--- config.mk ---
export PLATFORM = sky130hd
export DESIGN_NAME = sdram_cmd_queue
export DESIGN_NICKNAME = d
export VERILOG_FILES = /design/src/rtl/sdram_cmd_queue_pkg.sv /design/src/rtl/sdram_cmd_queue_sync_fifo.sv /design/src/rtl/sdram_cmd_queue.sv
export SDC_FILE = /design/constraint.sdc
export NUM_CORES = 1
export LEC_CHECK = 0
export BUFFER_PORTS_ARGS = -buffer_cell sky130_fd_sc_hd__buf_2
export CAP_MARGIN = 40
export CORE_MARGIN = 2
export CORE_UTILIZATION = 42
export DETAILED_ROUTE_END_ITERATION = 7
export MAX_ROUTING_LAYER = met4
export PLACE_DENSITY_LB_ADDON = 0.1
export SLEW_MARGIN = 20
export SYNTH_ARGS = -nofsm -noshare
export SYNTH_HDL_FRONTEND = slang
export SYNTH_SLANG_ARGS = --single-unit
export TNS_END_PERCENT = 5
--- constraint.sdc ---
create_clock -name clk -period 7.1 [get_ports clk]
set_input_delay 0 -clock clk [delete_from_list [all_inputs] [get_ports clk]]
set_output_delay 0 -clock clk [all_outputs]
set_load 0.01 [all_outputs]
--- src/rtl/sdram_cmd_queue_pkg.sv ---
`default_nettype none
// +----------------------------------------------------------------------------+
// | sdram_cmd_queue_pkg : FSM encoding and entry sizing (rev 1.0)              |
// +----------------------------------------------------------------------------+
package sdram_cmd_queue_pkg;

  typedef enum logic [1:0] {
    ST_IDLE      = 2'd0,
    ST_ISSUE     = 2'd1,
    ST_WAIT_ACK  = 2'd2,
    ST_WAIT_DONE = 2'd3
  } state_e;

  // Queue entry layout is {is_read, addr, data}.
  function automatic int entry_width(input int haddr_w, input int data_w);
    return 1 + haddr_w + data_w;
  endfunction

endpackage
`default_nettype wire

--- src/rtl/sdram_cmd_queue_sync_fifo.sv ---
`default_nettype none
// +----------------------------------------------------------------------------+
// | sdram_cmd_queue_sync_fifo : single-clock FIFO, registered level/full (rev 1.0) |
// +----------------------------------------------------------------------------+
module sdram_cmd_queue_sync_fifo #(
  parameter int WIDTH      = 8,
  parameter int DEPTH_LOG2 = 2
) (
  input  logic                  clk,
  input  logic                  rst_n,
  input  logic                  push_i,
  input  logic [WIDTH-1:0]      din_i,
  input  logic                  pop_i,
  output logic [WIDTH-1:0]      dout_o,
  output logic [DEPTH_LOG2:0]   level_o,
  output logic                  full_o,
  output logic                  empty_o
);

  localparam int                  DEPTH    = 1 << DEPTH_LOG2;
  localparam logic [DEPTH_LOG2:0] LVL_ONE  = (DEPTH_LOG2+1)'(1);
  localparam logic [DEPTH_LOG2:0] LVL_FULL = (DEPTH_LOG2+1)'(DEPTH);
  localparam logic [DEPTH_LOG2-1:0] PTR_ONE = DEPTH_LOG2'(1);

  logic [WIDTH-1:0]      mem_q [DEPTH];
  logic [DEPTH_LOG2-1:0] wr_ptr_q, wr_ptr_d;
  logic [DEPTH_LOG2-1:0] rd_ptr_q, rd_ptr_d;
  logic [DEPTH_LOG2:0]   level_q, level_d;
  logic                  full_q, full_d;
  logic                  push_ok, pop_ok;

  // Acceptance is decided on start-of-cycle state only; no pop bypass.
  assign push_ok = push_i & ~full_q;
  assign pop_ok  = pop_i & (level_q != '0);

  always_comb begin
    wr_ptr_d = wr_ptr_q;
    rd_ptr_d = rd_ptr_q;
    level_d  = level_q;
    if (push_ok) wr_ptr_d = wr_ptr_q + PTR_ONE;
    if (pop_ok)  rd_ptr_d = rd_ptr_q + PTR_ONE;
    if (push_ok && !pop_ok)      level_d = level_q + LVL_ONE;
    else if (!push_ok && pop_ok) level_d = level_q - LVL_ONE;
    full_d = (level_d == LVL_FULL);
  end

  always_ff @(posedge clk) begin
    if (!rst_n) begin
      wr_ptr_q <= '0;
      rd_ptr_q <= '0;
      level_q  <= '0;
      full_q   <= 1'b0;
    end else begin
      wr_ptr_q <= wr_ptr_d;
      rd_ptr_q <= rd_ptr_d;
      level_q  <= level_d;
      full_q   <= full_d;
    end
  end

  always_ff @(posedge clk) begin
    if (push_ok) mem_q[wr_ptr_q] <= din_i;
  end

  assign dout_o  = mem_q[rd_ptr_q];
  assign level_o = level_q;
  assign full_o  = full_q;
  assign empty_o = (level_q == '0);

endmodule
`default_nettype wire

--- src/rtl/sdram_cmd_queue.sv ---
`default_nettype none
// +----------------------------------------------------------------------------+
// | sdram_cmd_queue : queues host read/write pulses for the SDRAM ctrl (rev 1.0) |
// +----------------------------------------------------------------------------+
module sdram_cmd_queue
  import sdram_cmd_queue_pkg::*;
#(
  parameter int HADDR_WIDTH = 24,
  parameter int DATA_WIDTH  = 16,
  parameter int DEPTH_LOG2  = 2,
  parameter int ACK_TIMEOUT = 15
) (
  input  logic                   clk,
  input  logic                   rst_n,
  input  logic [HADDR_WIDTH-1:0] h_haddr,
  input  logic [DATA_WIDTH-1:0]  h_wdata,
  input  logic                   h_rd_enable,
  input  logic                   h_wr_enable,
  output logic                   h_full,
  output logic [DATA_WIDTH-1:0]  h_rdata,
  output logic                   h_rvalid,
  output logic [DEPTH_LOG2:0]    level,
  output logic                   overflow,
  output logic                   timeout,
  output logic [HADDR_WIDTH-1:0] c_haddr,
  output logic [DATA_WIDTH-1:0]  c_wdata,
  output logic                   c_rd_enable,
  output logic                   c_wr_enable,
  input  logic                   c_busy,
  input  logic [DATA_WIDTH-1:0]  c_rdata
);

  localparam int               ENTRY_W  = entry_width(HADDR_WIDTH, DATA_WIDTH);
  localparam int               CNT_W    = $clog2(ACK_TIMEOUT + 1);
  localparam logic [CNT_W-1:0] CNT_ONE  = CNT_W'(1);
  localparam logic [CNT_W-1:0] ACK_LAST = CNT_W'(ACK_TIMEOUT - 1);

  state_e               state_q, state_d;
  logic [ENTRY_W-1:0]   cmd_q, cmd_d;
  logic [CNT_W-1:0]     cnt_q, cnt_d;
  logic                 timeout_q, timeout_d;
  logic                 overflow_q, overflow_d;
  logic [DATA_WIDTH-1:0] rdata_q, rdata_d;
  logic                 rvalid_q, rvalid_d;

  logic                 req;
  logic [ENTRY_W-1:0]   entry;
  logic                 pop;
  logic [ENTRY_W-1:0]   fifo_dout;
  logic                 fifo_full;
  logic                 fifo_empty;
  logic                 cmd_is_read;

  // A simultaneous read+write keeps the write; the read is reported as dropped.
  assign req   = h_wr_enable | h_rd_enable;
  assign entry = h_wr_enable ? {1'b0, h_haddr, h_wdata}
                             : {1'b1, h_haddr, {DATA_WIDTH{1'b0}}};

  assign overflow_d = overflow_q | (h_wr_enable & h_rd_enable) | (req & fifo_full);

  sdram_cmd_queue_sync_fifo #(
    .WIDTH      (ENTRY_W),
    .DEPTH_LOG2 (DEPTH_LOG2)
  ) u_fifo (
    .clk     (clk),
    .rst_n   (rst_n),
    .push_i  (req),
    .din_i   (entry),
    .pop_i   (pop),
    .dout_o  (fifo_dout),
    .level_o (level),
    .full_o  (fifo_full),
    .empty_o (fifo_empty)
  );

  assign cmd_is_read = cmd_q[ENTRY_W-1];

  always_comb begin
    state_d   = state_q;
    cmd_d     = cmd_q;
    cnt_d     = cnt_q;
    timeout_d = timeout_q;
    rdata_d   = rdata_q;
    rvalid_d  = 1'b0;
    pop       = 1'b0;
    case (state_q)
      ST_IDLE: begin
        if (!fifo_empty && !c_busy) begin
          pop     = 1'b1;
          cmd_d   = fifo_dout;
          state_d = ST_ISSUE;
        end
      end
      ST_ISSUE: begin
        cnt_d   = '0;
        state_d = ST_WAIT_ACK;
      end
      ST_WAIT_ACK: begin
        if (c_busy) begin
          state_d = ST_WAIT_DONE;
        end else if (cnt_q == ACK_LAST) begin
          timeout_d = 1'b1;
          state_d   = ST_IDLE;
        end else begin
          cnt_d = cnt_q + CNT_ONE;
        end
      end
      ST_WAIT_DONE: begin
        if (!c_busy) begin
          state_d = ST_IDLE;
          if (cmd_is_read) begin
            rdata_d  = c_rdata;
            rvalid_d = 1'b1;
          end
        end
      end
      default: state_d = ST_IDLE;
    endcase
  end

  always_ff @(posedge clk) begin
    if (!rst_n) begin
      state_q    <= ST_IDLE;
      cmd_q      <= '0;
      cnt_q      <= '0;
      timeout_q  <= 1'b0;
      overflow_q <= 1'b0;
      rdata_q    <= '0;
      rvalid_q   <= 1'b0;
    end else begin
      state_q    <= state_d;
      cmd_q      <= cmd_d;
      cnt_q      <= cnt_d;
      timeout_q  <= timeout_d;
      overflow_q <= overflow_d;
      rdata_q    <= rdata_d;
      rvalid_q   <= rvalid_d;
    end
  end

  // Address/data come straight from the command register, so they hold after issue.
  assign c_haddr     = cmd_q[ENTRY_W-2 -: HADDR_WIDTH];
  assign c_wdata     = cmd_q[DATA_WIDTH-1:0];
  assign c_rd_enable = (state_q == ST_ISSUE) &  cmd_is_read;
  assign c_wr_enable = (state_q == ST_ISSUE) & ~cmd_is_read;

  assign h_full   = fifo_full;
  assign h_rdata  = rdata_q;
  assign h_rvalid = rvalid_q;
  assign overflow = overflow_q;
  assign timeout  = timeout_q;

endmodule
`default_nettype wire

# Word level (Yosys, flattened, before mapping)
# Memory sizes are Yosys's and may differ from the RTL's. A register that Yosys moved wholly into a read port is not among the register bits.
# Index checks and enable logic that the tools add are counted.
[word_totals] ff_bits=33 latchBits=0 ram_bits=164 romBits=0 inputBits=61 out_inout_bits=65 word_cells=74 memories=1
[memory_table] memory="u_fifo.mem_q" words=4 width=41 read_ports=1 rd_ports_with_merged_regs=1 wr=1 line_no="sdram_cmd_queue_sync_fifo.sv:25" rtl="logic [WIDTH-1:0] mem_q [DEPTH];"
[classes] n_addsub=5 multipliers=0 div=0 magnitude_cmp=0 n_eq_ne=10 shift=0 muxes=16 bitwise=14 reduce_logical=18
[ops] op="$mux 41" count=1
[ops] op="$reduce_and 3->1" count=4
[ops] op="$mux 2" count=4
[ops] op="$mux 4" count=2
[ops] op="$ne 2x2->1 const B" count=4
[ops] op="$pmux 2 s4" count=1
[ops] op="$pmux 4 s2" count=1
[ops] op="$and 1x1->1" count=6
[ops] op="$mux 3" count=2
[ops] op="$logic_not 1->1" count=5
[ops] op="$mux 1" count=5
[ops] op="$not 1->1" count=5
[ops] op="$add 2x1->2 const B" count=2
[ops] op="$add 4x1->4 const B" count=1
[ops] op="$eq 2x2->1 const B" count=2
[ops] op="$eq 4x4->1 const B" count=1
[ops] op="$add 3x1->3 const B" count=1
[ops] op="$eq 3x3->1 const B" count=1
[ops] op="$logic_and 1x1->1" count=3
[ops] op="$logic_not 3->1" count=1
[ops] op="$ne 3x3->1 const B" count=1
[ops] op="$or 1x1->1" count=3
[ops] op="$reduce_bool 3->1" count=1
[ops] op="$reduce_or 3->1" count=1
[ops] op="5 further kinds" count=5

# Depth between registers and ports, before layout
[logic_depth] depth_word=10 ltp_mapped=8 mapped_depth_nobuf=7

# Cells and area by module
# From an unflattened synthesis, not the netlist that was laid out.
[unflattened] hier_cells=633 hier_area_um2=9327.7
[by_module_without_submodules] module="sdram_cmd_queue_sync_fifo" instances=1 cells_each=270 area_each_um2=6480.0 seq_area_each_um2=5124.9
[by_module_without_submodules] module="sdram_cmd_queue" instances=1 cells_each=363 area_each_um2=2847.7 seq_area_each_um2=1321.3

# Worst setup path after synthesis
# Ideal clock, no wire load.
[synth_timing] kind="reg2reg" startpoint="register u_fifo.full_q, in the netlist u_fifo.full_o" endpoint="memory u_fifo.mem_q[0][0] (netlist name), enable pin" setup_ns=0.402 arrival_ns=1.896 t_required_ns=6.698 setup_slack_ns=4.802 stages_incl_launch_ff=4 n_path_buf=1 period_less_slack_ns=2.298 path_cell_list="dfxtp_1 > o21ba_2 > clkbuf_1 > and2_1"
[synth_via] elab_chain_cells=4
[synth_rtl] element="start: declaration" line_no="sdram_cmd_queue_sync_fifo.sv:29" rtl="logic full_q, full_d;"
[synth_rtl] element="start signal: assignment" line_no="sdram_cmd_queue_sync_fifo.sv:57" rtl="full_q <= full_d;"
[synth_rtl] element="$not 1->1" line_no="sdram_cmd_queue_sync_fifo.sv:33" rtl="assign push_ok = push_i & ~full_q;"
[synth_rtl] element="$and 1x1->1" line_no="sdram_cmd_queue_sync_fifo.sv:33"
[synth_rtl] element="$mux 1" line_no="sdram_cmd_queue_sync_fifo.sv:62" rtl="if (push_ok) mem_q[wr_ptr_q] <= din_i;"
[synth_rtl] element="$mux 1 (implied by the code)" line_no="sdram_cmd_queue_sync_fifo.sv:62"
[synth_rtl] element="end: declaration" line_no="sdram_cmd_queue_sync_fifo.sv:25"
# No other way between the ends.

# Worst setup path in the final report
[layout_timing] startpoint="register u_fifo.level_q[0], in the netlist u_fifo.level_o[0]" endpoint="register u_fifo.full_q, in the netlist u_fifo.full_o"
[layout_via] elab_chain_cells=10 word_cells_on_any_way=15 classes_between="add/sub (2); eq/ne (1); mux (4); bitwise (1); reduce/logical (7)"
[layout_rtl] element="start: declaration" line_no="sdram_cmd_queue_sync_fifo.sv:28" rtl="logic [DEPTH_LOG2:0] level_q, level_d;"
[layout_rtl] element="start signal: assignment" line_no="sdram_cmd_queue_sync_fifo.sv:56" rtl="level_q <= level_d;"
[layout_rtl] element="$logic_not 3->1" line_no="sdram_cmd_queue_sync_fifo.sv:68" rtl="assign empty_o = (level_q == '0);"
[layout_rtl] element="$logic_not 1->1" line_no="sdram_cmd_queue.sv:88" rtl="if (!fifo_empty && !c_busy) begin"
[layout_rtl] element="$logic_and 1x1->1" line_no="sdram_cmd_queue.sv:88"
[layout_rtl] element="$mux 1" line_no="sdram_cmd_queue.sv:88"
[layout_rtl] element="$mux 1" line_no="sdram_cmd_queue.sv:86" rtl="case (state_q)"
[layout_rtl] element="$and 1x1->1" line_no="sdram_cmd_queue_sync_fifo.sv:34" rtl="assign pop_ok = pop_i & (level_q != '0);"
[layout_rtl] element="$logic_and 1x1->1 or $logic_not 1->1 (tied branches)" line_no="sdram_cmd_queue_sync_fifo.sv:43, sdram_cmd_queue_sync_fifo.sv:42"
[layout_rtl] element="$mux 3 or $logic_and 1x1->1 (tied branches)" line_no="sdram_cmd_queue_sync_fifo.sv:43, sdram_cmd_queue_sync_fifo.sv:42"
[layout_rtl] element="$mux 3 (*)" line_no="sdram_cmd_queue_sync_fifo.sv:42" rtl="if (push_ok && !pop_ok) level_d = level_q + LVL_ONE;"
[layout_rtl] element="$eq 3x3->1 (*)" line_no="sdram_cmd_queue_sync_fifo.sv:44" rtl="full_d = (level_d == LVL_FULL);"
# Every way passes the cells marked *; elsewhere a longest branch is shown, timed or not.
# A chain may end at the register's enable or synchronous reset.

==> impl_metrics.env <==
export IMPL_synth_seq_area_share_pct=70.0
export IMPL_dp_hpwl_mm=10.6
export IMPL_max_stage_delay_ns=0.90
export IMPL_regToRegEndpoint="u_fifo.full_o"
export IMPL_worstRegToRegCells=7
export IMPL_cp_arrival_ns=3.02
export IMPL_cts_tree="built"
export IMPL_tightestPinTransition_ns=0.646
export IMPL_rsz0062_at_grt="no"
export IMPL_ys_flop_type="edfxtp_1"
export IMPL_htree_levels=1
export IMPL_io_pins=126
export IMPL_ant_nets=0
export IMPL_drv_cap=0
export IMPL_grt_max_degree=73
export IMPL_clk_pin_slew_ns=0.06
export IMPL_power_density_mw_per_mm2=380
export IMPL_period_share_pct=36.8
export IMPL_layout_min_cycle_time_ns=2.61
export IMPL_vias_per_cell=4.92
export IMPL_synth_edff_count=164
export IMPL_startpoint="u_fifo.level_o[0]"
export IMPL_path_common_cell="ha_1"
export IMPL_seq_area_mm2=0.00641
export IMPL_synth_cell_types=36
export IMPL_end_kind="flop"
export IMPL_synth_area_mm2=0.00915
export IMPL_hp_class="input pin to flop"
export IMPL_coreArea_mm2=0.0216
export IMPL_grt_pass1_wl_mm=28.5
export IMPL_r2r_start="u_fifo.level_o[0]"
export IMPL_die_w_um=152
export IMPL_n_antenna_cell=0
export IMPL_wirelength_mm=18.6
export IMPL_grt_util_met1_pct=21.8
export IMPL_start_kind="flop"
export IMPL_gp_congestion=0.722
export IMPL_synth_area_leader_cell="edfxtp_1"
export IMPL_grt_use_met3_pct=3.14
export IMPL_critPathMaxFanout=24
export IMPL_drive_gt1_share_pct=29.2
export IMPL_finalSetupViolations=0
export IMPL_dieArea_mm2=0.0230
export IMPL_skew_ns=0.00731
export IMPL_num_nets_final=848
export IMPL_port_buffers=125
export IMPL_yosysMostFrequentCell="edfxtp_1"
export IMPL_yosys_register_bits=238
export IMPL_grt_ovfl_total=0
export IMPL_cts_max_path_buffers=3
export IMPL_postCtsSetupBuffers=0
export IMPL_outcome="complete, no violations"
export IMPL_synth_area_leaders="edfxtp_1 54%, dfxtp_1 16%, mux4_2 10%"
export IMPL_slew_headroom_pct=56.8
export IMPL_path_cells="inv_1 > ha_1 > ha_1 > or4_2 > nor3_1 > a211oi_1 > a2111oi_2"
export IMPL_grt_pass1_vias=5223
export IMPL_cts_num_sinks=238
export IMPL_cts_root_buf="clkbuf_16"
export IMPL_synthArstFlopShare_pct=0
export IMPL_multi_input_area_mm2=0.00228
export IMPL_grt_total_usage_pct=16.7
export IMPL_fill_cells=1813
export IMPL_numCtsBuffers=26
export IMPL_antenna_found_initial=0
export IMPL_synth_commonest_cells="164 x edfxtp_1, 124 x nand2_1, 74 x dfxtp_1"
export IMPL_max_freq_ghz=0.383
export IMPL_row_count=54
export IMPL_rrSetupSlack_ns=4.49
export IMPL_synth_area_per_cell_um2=14.5
export IMPL_setup_tns_ns=0
export IMPL_slowest_stage="or4_2"
export IMPL_clk_latency_ns=0.51
export IMPL_drc_errors=0
export IMPL_path_class="flop to flop"
export IMPL_grt_busiest_layer="met2"
export IMPL_leakagePower_nw=4.15
export IMPL_drt_pass1_iterations=4
export IMPL_whs_ns=0.0487
export IMPL_syn_nets=699
export IMPL_slew_viol_final=0
export IMPL_area_growth_pct=24.3
export IMPL_drt_iter0_markers=245
export IMPL_start_util_pct=42.3
export IMPL_synth_top_area_share_pct=53.8
export IMPL_endpoint="u_fifo.full_o"
export IMPL_use_met2_pct=27.7
export IMPL_dr_total_vias=5306
export IMPL_die_h_um=152
export IMPL_hold_viol_final=0
export IMPL_yosys_warnings=0
export IMPL_ir_worst_vdd_mv=0.205
export IMPL_routedWlPerCell_um=17.2
export IMPL_required_ns=7.51
export IMPL_synthCells=629
==> through the flow <==
stage | utilization [%] | cell area (µm²) | std cells | worst slack (ns) | power (mW)
floorplan | - | 9150 | 629 | 4.80 | 2.66
global placement | 45.1 | 9760 | 968 | 4.30 | 2.87
detailed placement | 45.4 | 9810 | 970 | 4.49 | 2.93
CTS | 52.5 | 11300 | 1077 | 4.46 | 4.40
global route | 52.6 | 11400 | 1078 | 4.30 | 4.56
finish | 52.6 | 11400 | 1078 | 4.49 | 4.33
==> critical path, delay by kind of cell, from the launching register on <==
family | cells | cell delay (ns)
simple gates | 2 | 1.18
buf+inv | 1 | 0.10
fa+ha+maj | 2 | 0.42
compound gates | 2 | 0.42
flops | 1 | 0.40
==> cell usage in the layout (no fill, tap or decap), drive strengths merged <==
master | synthesis | final
clkinv | 0 | 5
nor3b | 1 | 1
mux4 | 41 | 41
buf | 54 | 135
clkinvlp | 0 | 1
nand2b | 1 | 1
a41oi | 1 | 1
o21bai | 1 | 1
a221oi | 1 | 1
or2 | 1 | 1
nor3 | 1 | 1
dfxtp | 74 | 74
dlygate4sd3 | 0 | 59
maj3 | 1 | 1
a31oi | 1 | 1
a211oi | 2 | 2
nor2b | 1 | 1
or4 | 1 | 1
o21ai | 3 | 3
edfxtp | 164 | 164
nor4 | 2 | 2
and3 | 1 | 1
inv | 9 | 10
and2 | 20 | 20
o21ba | 1 | 1
nor2 | 12 | 12
nand2 | 124 | 124
or3 | 1 | 1
bufinv | 0 | 4
xnor2 | 5 | 5
clkbuf | 19 | 37
xor2 | 2 | 2
ha | 9 | 9
a21oi | 67 | 67
a2111oi | 1 | 1
nand3 | 7 | 7
==> worst min path at each step <==
stage	endpoint	depth (start not counted)	slack [ns]	start
global route	u_fifo.mem_q[3][40]	2	0.1	h_wr_enable
floorplan	u_fifo.mem_q[0][16]	0	0.1	h_haddr[0]
global placement	u_fifo.mem_q[3][20]	1	0.21	h_haddr[4]
detailed placement	u_fifo.mem_q[1][27]	1	0.22	h_haddr[11]
finish	u_fifo.mem_q[3][40]	2	0.05	h_wr_enable
CTS	u_fifo.mem_q[3][40]	2	0.05	h_wr_enable
==> state kept, by name (all words and copies together), names as in the netlist <==
register	cells
u_fifo.rd_ptr_q	2
h_rdata	16
u_fifo.mem_q	164
u_fifo.wr_ptr_q	2
u_fifo.level_o	3
h_rvalid	1
cnt_q	4
state_q	2
overflow	1
timeout	1
u_fifo.full_o	1
cmd_q	41
==> power by group <==
part	internal (mW)	switching (mW)	total, mW
combinational	0.443	0.522	0.964
clock	0.912	0.523	1.43
sequential	1.80	0.134	1.93
==> cell families after synthesis <==
kind of cell	synth area share, %
AOI/OAI and AO/OA	4.61
xor gates and xnor gates	0.670
adders and majority gates	1.34
buffers and inverters	5.18
DFF	70.0
muxes	10.1
and+or+nand+nor	8.10
==> layout make-up <==
class / count / area share (%)
sequential: 238 / 56.4
clock buffer: 37 / 6.89
inverter: 9 / 0.297
timing repair buffer: 194 / 11.9
tap: 280 / 3.08
multi-input combinational: 309 / 20.1
clock inverter: 11 / 1.42
==> metal layers <==
metal | up-vias | wire length [µm]
met1 | 2623 | 8370
met4 | 0 | 246
met2 | 121 | 9040
li1 | 2542 | -
met3 | 20 | 914
met5 | - | 0
==> what timing repair did <==
| item | 4_1_cts | 5_1_grt |
|---|---|---|
| hold buffers | 59 | 0 |
| resized for setup | 0 | 0 |
| endpoints found under the hold margin | 183 | 0 |
(Power assumes the default switching activity.)
